`config.mk`:
```
export PLATFORM = sky130hd
export DESIGN_NAME = truth_table_extractor
export DESIGN_NICKNAME = d
export VERILOG_FILES = /design/src/rtl/truth_table_extractor_pkg.sv /design/src/rtl/truth_table_extractor.sv
export SDC_FILE = /design/constraint.sdc
export NUM_CORES = 1
export LEC_CHECK = 0
export ABC_AREA = 0
export CORE_UTILIZATION = 50
export DETAILED_ROUTE_END_ITERATION = 10
export PLACE_DENSITY = 0.75
export SETUP_SLACK_MARGIN = 0.1
export SLEW_MARGIN = 0
export SYNTH_ARGS = -nofsm -noshare
export SYNTH_HDL_FRONTEND = slang
export SYNTH_SLANG_ARGS = --single-unit
```
`constraint.sdc`:
```
create_clock -name clk -period 2.55 [get_ports clk]
set_clock_uncertainty 0.1 [all_clocks]
set_input_delay 0.3825 -clock clk [delete_from_list [all_inputs] [get_ports clk]]
set_output_delay 0.3825 -clock clk [all_outputs]
set_load 0.01 [all_outputs]
```
`src/rtl/truth_table_extractor_pkg.sv`:
```
// Shared types and constants for the truth-table extraction harness.
// Holds the FSM state encoding, the combination-count helper and the legal parameter bounds.
package tt_pkg;

    typedef enum logic [1:0] {
        IDLE   = 2'd0,
        SETTLE = 2'd1,
        SAMPLE = 2'd2,
        DONE   = 2'd3
    } tt_state_e;

    localparam int N_INPUTS_MAX      = 6;
    localparam int SETTLE_CYCLES_MIN = 1;

    function automatic int num_combos(input int n);
        return 1 << n;
    endfunction

endpackage

```
`src/rtl/truth_table_extractor.sv`:
```
// Walks every input combination of an external N-input gate in ascending order, waits a
// programmable settle time per combination and assembles the observed 2^N-bit truth table.
module truth_table_extractor
    import tt_pkg::*;
#(
    parameter int N_INPUTS      = 3,
    parameter int SETTLE_CYCLES = 2
) (
    input  logic                               clk,
    input  logic                               rst,
    input  logic                               start,
    input  logic                               abort,
    output logic [N_INPUTS-1:0]                stim,
    input  logic                               dut_out,
    output logic                               busy,
    output logic                               done,
    output logic                               tt_valid,
    output logic [num_combos(N_INPUTS)-1:0]    truth_table
);

    localparam int NUM_COMBOS = num_combos(N_INPUTS);
    localparam int IDX_W      = N_INPUTS + 1;
    localparam int CNT_W      = $clog2(SETTLE_CYCLES + 1);

    localparam logic [IDX_W-1:0] LAST_IDX    = IDX_W'(NUM_COMBOS - 1);
    localparam logic [CNT_W-1:0] SETTLE_LAST = CNT_W'(SETTLE_CYCLES - 1);

    generate
        if (N_INPUTS < 1 || N_INPUTS > N_INPUTS_MAX || SETTLE_CYCLES < SETTLE_CYCLES_MIN) begin : g_bad_params
            $error("truth_table_extractor: N_INPUTS must be 1..6 and SETTLE_CYCLES >= 1");
        end
    endgenerate

    tt_state_e               state_q, state_d;
    logic [IDX_W-1:0]        idx_q, idx_d;
    logic [CNT_W-1:0]        cnt_q, cnt_d;
    logic [N_INPUTS-1:0]     stim_q, stim_d;
    logic                    busy_q, busy_d;
    logic                    done_q, done_d;
    logic                    tt_valid_q, tt_valid_d;
    logic [NUM_COMBOS-1:0]   tt_q, tt_d;

    always_ff @(posedge clk) begin
        if (rst) begin
            state_q    <= IDLE;
            idx_q      <= '0;
            cnt_q      <= '0;
            stim_q     <= '0;
            busy_q     <= 1'b0;
            done_q     <= 1'b0;
            tt_valid_q <= 1'b0;
            tt_q       <= '0;
        end else begin
            state_q    <= state_d;
            idx_q      <= idx_d;
            cnt_q      <= cnt_d;
            stim_q     <= stim_d;
            busy_q     <= busy_d;
            done_q     <= done_d;
            tt_valid_q <= tt_valid_d;
            tt_q       <= tt_d;
        end
    end

    always_comb begin
        state_d    = state_q;
        idx_d      = idx_q;
        cnt_d      = cnt_q;
        stim_d     = stim_q;
        busy_d     = busy_q;
        done_d     = 1'b0;
        tt_valid_d = tt_valid_q;
        tt_d       = tt_q;

        case (state_q)
            IDLE: begin
                if (start) begin
                    state_d    = SETTLE;
                    idx_d      = '0;
                    cnt_d      = '0;
                    stim_d     = '0;
                    busy_d     = 1'b1;
                    tt_valid_d = 1'b0;
                    tt_d       = '0;
                end
            end
            SETTLE: begin
                cnt_d = cnt_q + CNT_W'(1);
                if (cnt_q == SETTLE_LAST) begin
                    state_d = SAMPLE;
                end
            end
            SAMPLE: begin
                // X on the gate output is captured unchanged so a broken netlist stays visible.
                tt_d[idx_q[N_INPUTS-1:0]] = dut_out;
                if (idx_q == LAST_IDX) begin
                    state_d    = DONE;
                    done_d     = 1'b1;
                    tt_valid_d = 1'b1;
                end else begin
                    idx_d   = idx_q + IDX_W'(1);
                    stim_d  = idx_d[N_INPUTS-1:0];
                    cnt_d   = '0;
                    state_d = SETTLE;
                end
            end
            DONE: begin
                state_d = IDLE;
                busy_d  = 1'b0;
            end
            default: state_d = IDLE;
        endcase

        // Abort cancels a run but keeps whatever part of the table was already captured.
        if (abort && state_q != IDLE) begin
            state_d    = IDLE;
            busy_d     = 1'b0;
            done_d     = 1'b0;
            tt_valid_d = 1'b0;
            stim_d     = '0;
            tt_d       = tt_q;
        end
    end

    always_comb begin
        stim        = stim_q;
        busy        = busy_q;
        done        = done_q;
        tt_valid    = tt_valid_q;
        truth_table = tt_q;
    end

endmodule

```
==> results of run 1 <==
[logic make-up (layout without fill, tap and decap cells)]
kind of cell / Yosys count / in the layout / share of synthesized area (%)
adder cells (fa/ha/maj): 2 / 2 / 2.47
AO/OA/AOI/OAI: 46 / 46 / 24.8
flip-flops: 22 / 22 / 43.4
AND/OR/NAND/NOR: 43 / 43 / 22.9
buffers and inverters: 11 / 25 / 5.55
XOR/XNOR: 1 / 1 / 0.863
[final cells by class]
type | instances | area [sq um]
Fill cell | 161 | 603
Multi-Input combinational cell | 92 | 518
Sequential cell | 22 | 440
Timing Repair Buffer | 18 | 180
Clock buffer | 4 | 36.3
Tap cell | 25 | 31.3
Inverter | 3 | 11.3
[per-stage QoR]
step | total power, mW | hold WS, ps | util [%]
after global placement | 0.420 | 349 | 64.9
after floorplan | 0.402 | 347 | -
after CTS | 0.611 | 371 | 66.9
after detailed placement | 0.422 | 354 | 64.9
after global routing | 0.631 | 389 | 66.9
final | 0.603 | 367 | 66.9
[worst min-delay path, cell delays in order (launching register included)]
cell	delay (ps)
dfxtp_1	330
nand2_1	50
a21oi_1	50
[registers in the layout, summed over array words and instances, names as in the netlist]
signal       flops
tt_valid         1
idx_q            4
done             1
stim             3
cnt_q            2
busy             1
truth_table      8
state_q          2
[final timing paths]
| kind | startpoint | cells after the start | end | slack [ps] |
|---|---|---|---|---|
| hold reg to reg | stim[2] | 2 | stim[2] | 370 |
| hold / removal | stim[2] | 2 | stim[2] | 370 |
| setup / recovery | idx_q[0] | 5 | idx_q[3] | 510 |
| setup reg to reg | idx_q[0] | 5 | idx_q[3] | 510 |
[power by group]
| group | switching [mW] | internal, mW |
|---|---|---|
| Sequential | 0.00865 | 0.350 |
| Combinational | 0.0279 | 0.0274 |
| Clock | 0.102 | 0.0873 |
[metal layers]
layer / wire (um) / share of wire, %
met5: 0 / 0
met4: 55 / 2.8
met3: 81 / 4.1
met2: 929 / 47
met1: 917 / 46
[cells in the final DEF, fill, tap and decap left out, drive strengths merged]
cell type / n
clkbuf: 4
nand4: 1
o21bai: 2
xor2: 1
ha: 2
nor3: 1
nor2: 9
nand3b: 1
nor3b: 1
or3b: 2
and3b: 1
nand2: 10
and4bb: 1
nor2b: 2
dfxtp: 22
clkdlybuf4s50: 18
nand3: 5
and2: 2
or4: 1
a21oi: 27
inv: 3
o211ai: 1
o21ai: 13
a21o: 2
a31oi: 1
and2b: 1
nand2b: 5
==> impl_metrics.toml, run 1 <==
[synth]
syn_inst = 125
avgSynthCellArea_sq_um = 8.12
synth_top_area_share_pct = 43.4
synth.area.top_cells = "dfxtp_1, a21oi_1, o21ai_0"
synthTopCellsByCount = "a21oi_1, dfxtp_1, o21ai_0, nand2_1, nor2_1"
synth_edf_count = 0
syn-num-nets = 132
yosys.area.top_type = "dfxtp_1"
synthArstFlopShare_pct = 0
synth_area_sq_um = 1010
synth-main-ff-cell = "dfxtp_1"
ys_types = 28
synth.most_common_cell = "a21oi_1"
ys_seq_area_share_pct = 43.4
synth_seq_cells = 22
synth_warnings = 0

[timing]
tightest_slew_ps = 570
max_freq_mhz = 490
fin_crit_ps = 2040
finalCritPeriodShare_pct = 80.1
hold_violations = 0
setup_ws_ps = 509
finalMaxSlewViolations = 0
rsz0062_at_grt = "no"
fin_setup_tns_ps = 0
finalSetupViolCount = 0
relSlewSlack_pct = 61.9

[setup_path]
worstPathCellList = "ha_1 > and3b_1 > a21o_4 > or4_1 > a21oi_1"
cpPeakStageDelay_ps = 470
cp_top_family = "simple AND/OR/NAND/NOR gates"
end_kind = "flop"
crit_path_max_fanout = 12
critPathRequiredTime_ps = 2690
cp-start-kind = "flop"
crit_arrival_ps = 2180
worstPathBufferInverterCount = 0
cp_slowest_cell = "or4_1"
critical_path_class = "reg2reg"

[drt]
drtIter0Drc = 15
drtPass1Iterations = 4
drt-total-wl_um = 1980
via_per_inst = 5.43
ant_nets = 0
vias = 890
drc = 0
wl_per_cell_um = 12.1

[clock_tree]
cts_max_path_buffers = 2
numCtsBuffers = 3
clock_sinks = 22
cts_tree = "yes"
cts_setup_buffers = 0
clock_latency_ps = 310
clock-root-buffer = "clkbuf_4"
clk_pin_slew_ps = 120
htreeDepth = 1
cts_resized = 0
postCtsHoldBufs = 0

[place]
dp_slack_ps = 469
gp_congestion = 0.809
port_buffers = 18
dpl_cell_area_sq_um = 1180
dpl.cell_count = 160
place_hpwl_um = 1430

[job]
drv_cap = 0

[grt]
grt_pass1_wl_um = 3000
gr-usage-met1_pct = 23.7
grt_remaining_overflow = 0
grt_use_met2_pct = 32.5
grt.total_usage_pct = 20.1
grt_max_degree = 17
antenna_found_initial = 0
grtUsageMet3_pct = 4.62
busiest_layer = "met2"
grt_pass1_vias = 721

[power]
p_leak_nw = 0.434
p_per_area_nw_per_um2 = 496
ir_drop_mv = 0.399

[die]
core_sq_um = 1820
pin_count = 19
floorplan.die.width_um = 47.1
rows = 15
initial_core_util_pct = 55.7
die_area_sq_um = 2210
fp.dieH_um = 47.1

[min_path]
hp-class = "reg2reg"

[finish]
n_antenna_cell = 0
layout-drive-gt1-share_pct = 5.76
syn2layout_area_growth_pct = 20.0
final_cells = 164
nNetsFinal = 147
final_area_sq_um = 1220

[status]
status = "completed"
Power figures use the tool's default switching activity.
==> inputs of run 2 (changes only) <==
--- a/config.mk
+++ b/config.mk
@@ -6,9 +6,9 @@
 export NUM_CORES = 1
 export LEC_CHECK = 0
 export ABC_AREA = 0
-export CORE_UTILIZATION = 50
+export CORE_UTILIZATION = 45
 export DETAILED_ROUTE_END_ITERATION = 10
-export PLACE_DENSITY = 0.75
+export PLACE_DENSITY = 0.71
 export SETUP_SLACK_MARGIN = 0.1
 export SLEW_MARGIN = 0
 export SYNTH_ARGS = -nofsm -noshare
==> constraint.sdc (replaced) <==
create_clock -name clk -period 1.8 [get_ports clk]
set_clock_uncertainty 0.1 [all_clocks]
set_input_delay 0.27 -clock clk [delete_from_list [all_inputs] [get_ports clk]]
set_output_delay 0.27 -clock clk [all_outputs]
set_load 0.01 [all_outputs]
==> run 2 against run 1 <==
  * Sequential power is 40% higher
  * Clock power rose by 41%
  * Worst setup slack worse by 380 ps
  * Clock-buffer cell count stayed put
  * Utilization down 1.9 points
  * Critical path type unchanged
  * Critical endpoint unchanged
  * Largest cell class unchanged
==> impl_metrics.toml, run 2 (synthesis results as in run 1) <==
[status]
status = "completed"

[finish]
n_antenna_cell = 0
mostFrequentLayoutCells = "a21oi_1, dfxtp_1, clkdlybuf4s50_1, o21ai_0, buf_4"
nNetsFinal = 159
nFillCells = 196
largest_reg_flops = 8
final_common_cell = "a21oi_1"
final_area_sq_um = 1330
layout-drive-gt1-share_pct = 15.2
final_cells = 178
syn2layout_area_growth_pct = 30.8

[grt]
grt_pass1_wl_um = 3710
grt_pass1_vias = 897
grt_remaining_overflow = 0
grt.total_usage_pct = 18.9
grt_max_degree = 13
antenna_found_initial = 0

[die]
die_area_sq_um = 2450
fp.dieH_um = 49.5
initial_core_util_pct = 49.7
pin_count = 19
core_sq_um = 2040
floorplan.die.width_um = 49.5
rows = 16

[clock_tree]
clk_pin_slew_ps = 120
cts_tree = "yes"
cts_max_path_buffers = 2
htreeDepth = 1
clock_sinks = 22
numCtsBuffers = 3
postCtsHoldBufs = 0
clock-root-buffer = "clkbuf_4"
clock_latency_ps = 300

[setup_path]
end_kind = "flop"
critPathRequiredTime_ps = 1940
worstPathBufferInverterCount = 0
cp_top_family = "simple AND/OR/NAND/NOR gates"
r2r_end = "idx_q[3]"
critical_path_class = "reg2reg"
rrSetupSlack_ps = 130
rr_worst_depth = 5
worstPathCellList = "ha_4 > and3b_2 > a21o_4 > or4_1 > a21oi_1"
crit_arrival_ps = 1810
cp-start-kind = "flop"
r2r-start = "idx_q[1]"
crit_path_max_fanout = 4
cpPeakStageDelay_ps = 410
cp_slowest_cell = "or4_1"

[power]
ir_drop_mv = 0.474
total_power_uw = 867
p_per_area_nw_per_um2 = 653
p_leak_nw = 0.492

[job]
drv_cap = 0

[place]
dpl.cell_count = 172
dpl_cell_area_sq_um = 1270
gp_congestion = 0.771
place_hpwl_um = 1600
port_buffers = 18

[timing]
hold-worst-slack_ps = 366
rsz0062_at_grt = "no"
tightest_slew_ps = 317
max_freq_mhz = 600
hold_violations = 0
relSlewSlack_pct = 78.9
finalMaxSlewViolations = 0
fin_crit_ps = 1670
fin_setup_tns_ps = 0
finalCritPeriodShare_pct = 92.7
finalSetupViolCount = 0

[min_path]
worstHoldPathCells = 2
hp-class = "reg2reg"
hold_end = "stim[2]"
min_from = "stim[2]"

[drt]
drc = 0
drtPass1Iterations = 4
drtIter0Drc = 19
wl_per_cell_um = 12.1
drt-total-wl_um = 2160
via_per_inst = 5.28
vias = 940
ant_nets = 0
run 2: worst max-delay path by stage:
stage	slack, ps	cells after the start	startpoint	to
final	130	5	idx_q[1]	idx_q[3]
after global routing	80	5	idx_q[1]	idx_q[3]
after CTS	110	5	idx_q[1]	idx_q[3]
after detailed placement	60	5	start	idx_q[3]
after global placement	80	5	start	idx_q[3]
after floorplan	140	6	idx_q[1]	idx_q[3]
run 2: final cells by class:
type | instances | area, sq um | share of cell area (%)
sequential | 22 | 444 | 33.5
tap | 27 | 33.8 | 2.54
clock buffer | 4 | 36.3 | 2.73
timing repair buffer | 30 | 270 | 20.4
inverter | 3 | 11.3 | 0.848
multi-input combinational | 92 | 532 | 40.1
run 2: worst min-delay path, stage by stage (launching register included):
cell and delay [ps]:
dfxtp_1 330, nand2_1 50, a21oi_1 50
run 2: report_power, final:
group | internal, mW | total, mW | switching (mW)
sequential | 0.494 | 0.501 | 0.00658
combinational | 0.0495 | 0.0990 | 0.0495
clock | 0.123 | 0.267 | 0.143
total | 0.667 | 0.867 | 0.200
run 2: per-layer routing:
layer  track usage (%)  vias up  share of wire (%)
met2              30.8       20                 46
met1              26.8      430                 50
met3              2.16        2                3.5
li1                  -      488                  -
met4              4.29        0               0.79
met5                 0        -                  0
run 2: what timing repair did:
item	CTS	global route
resized for setup	1	0
setup buffers	0	2
endpoints found under the hold margin	0	0
pin swaps	0	0
endpoints found under the setup margin	1	1
run 2: metrics by stage:
step,setup WS (ps),util (%)
floorplan,138,-
global placement,80.1,62.4
detailed placement,59.1,62.4
CTS,110,64.3
global route,79.2,65.0
finish,132,65.0
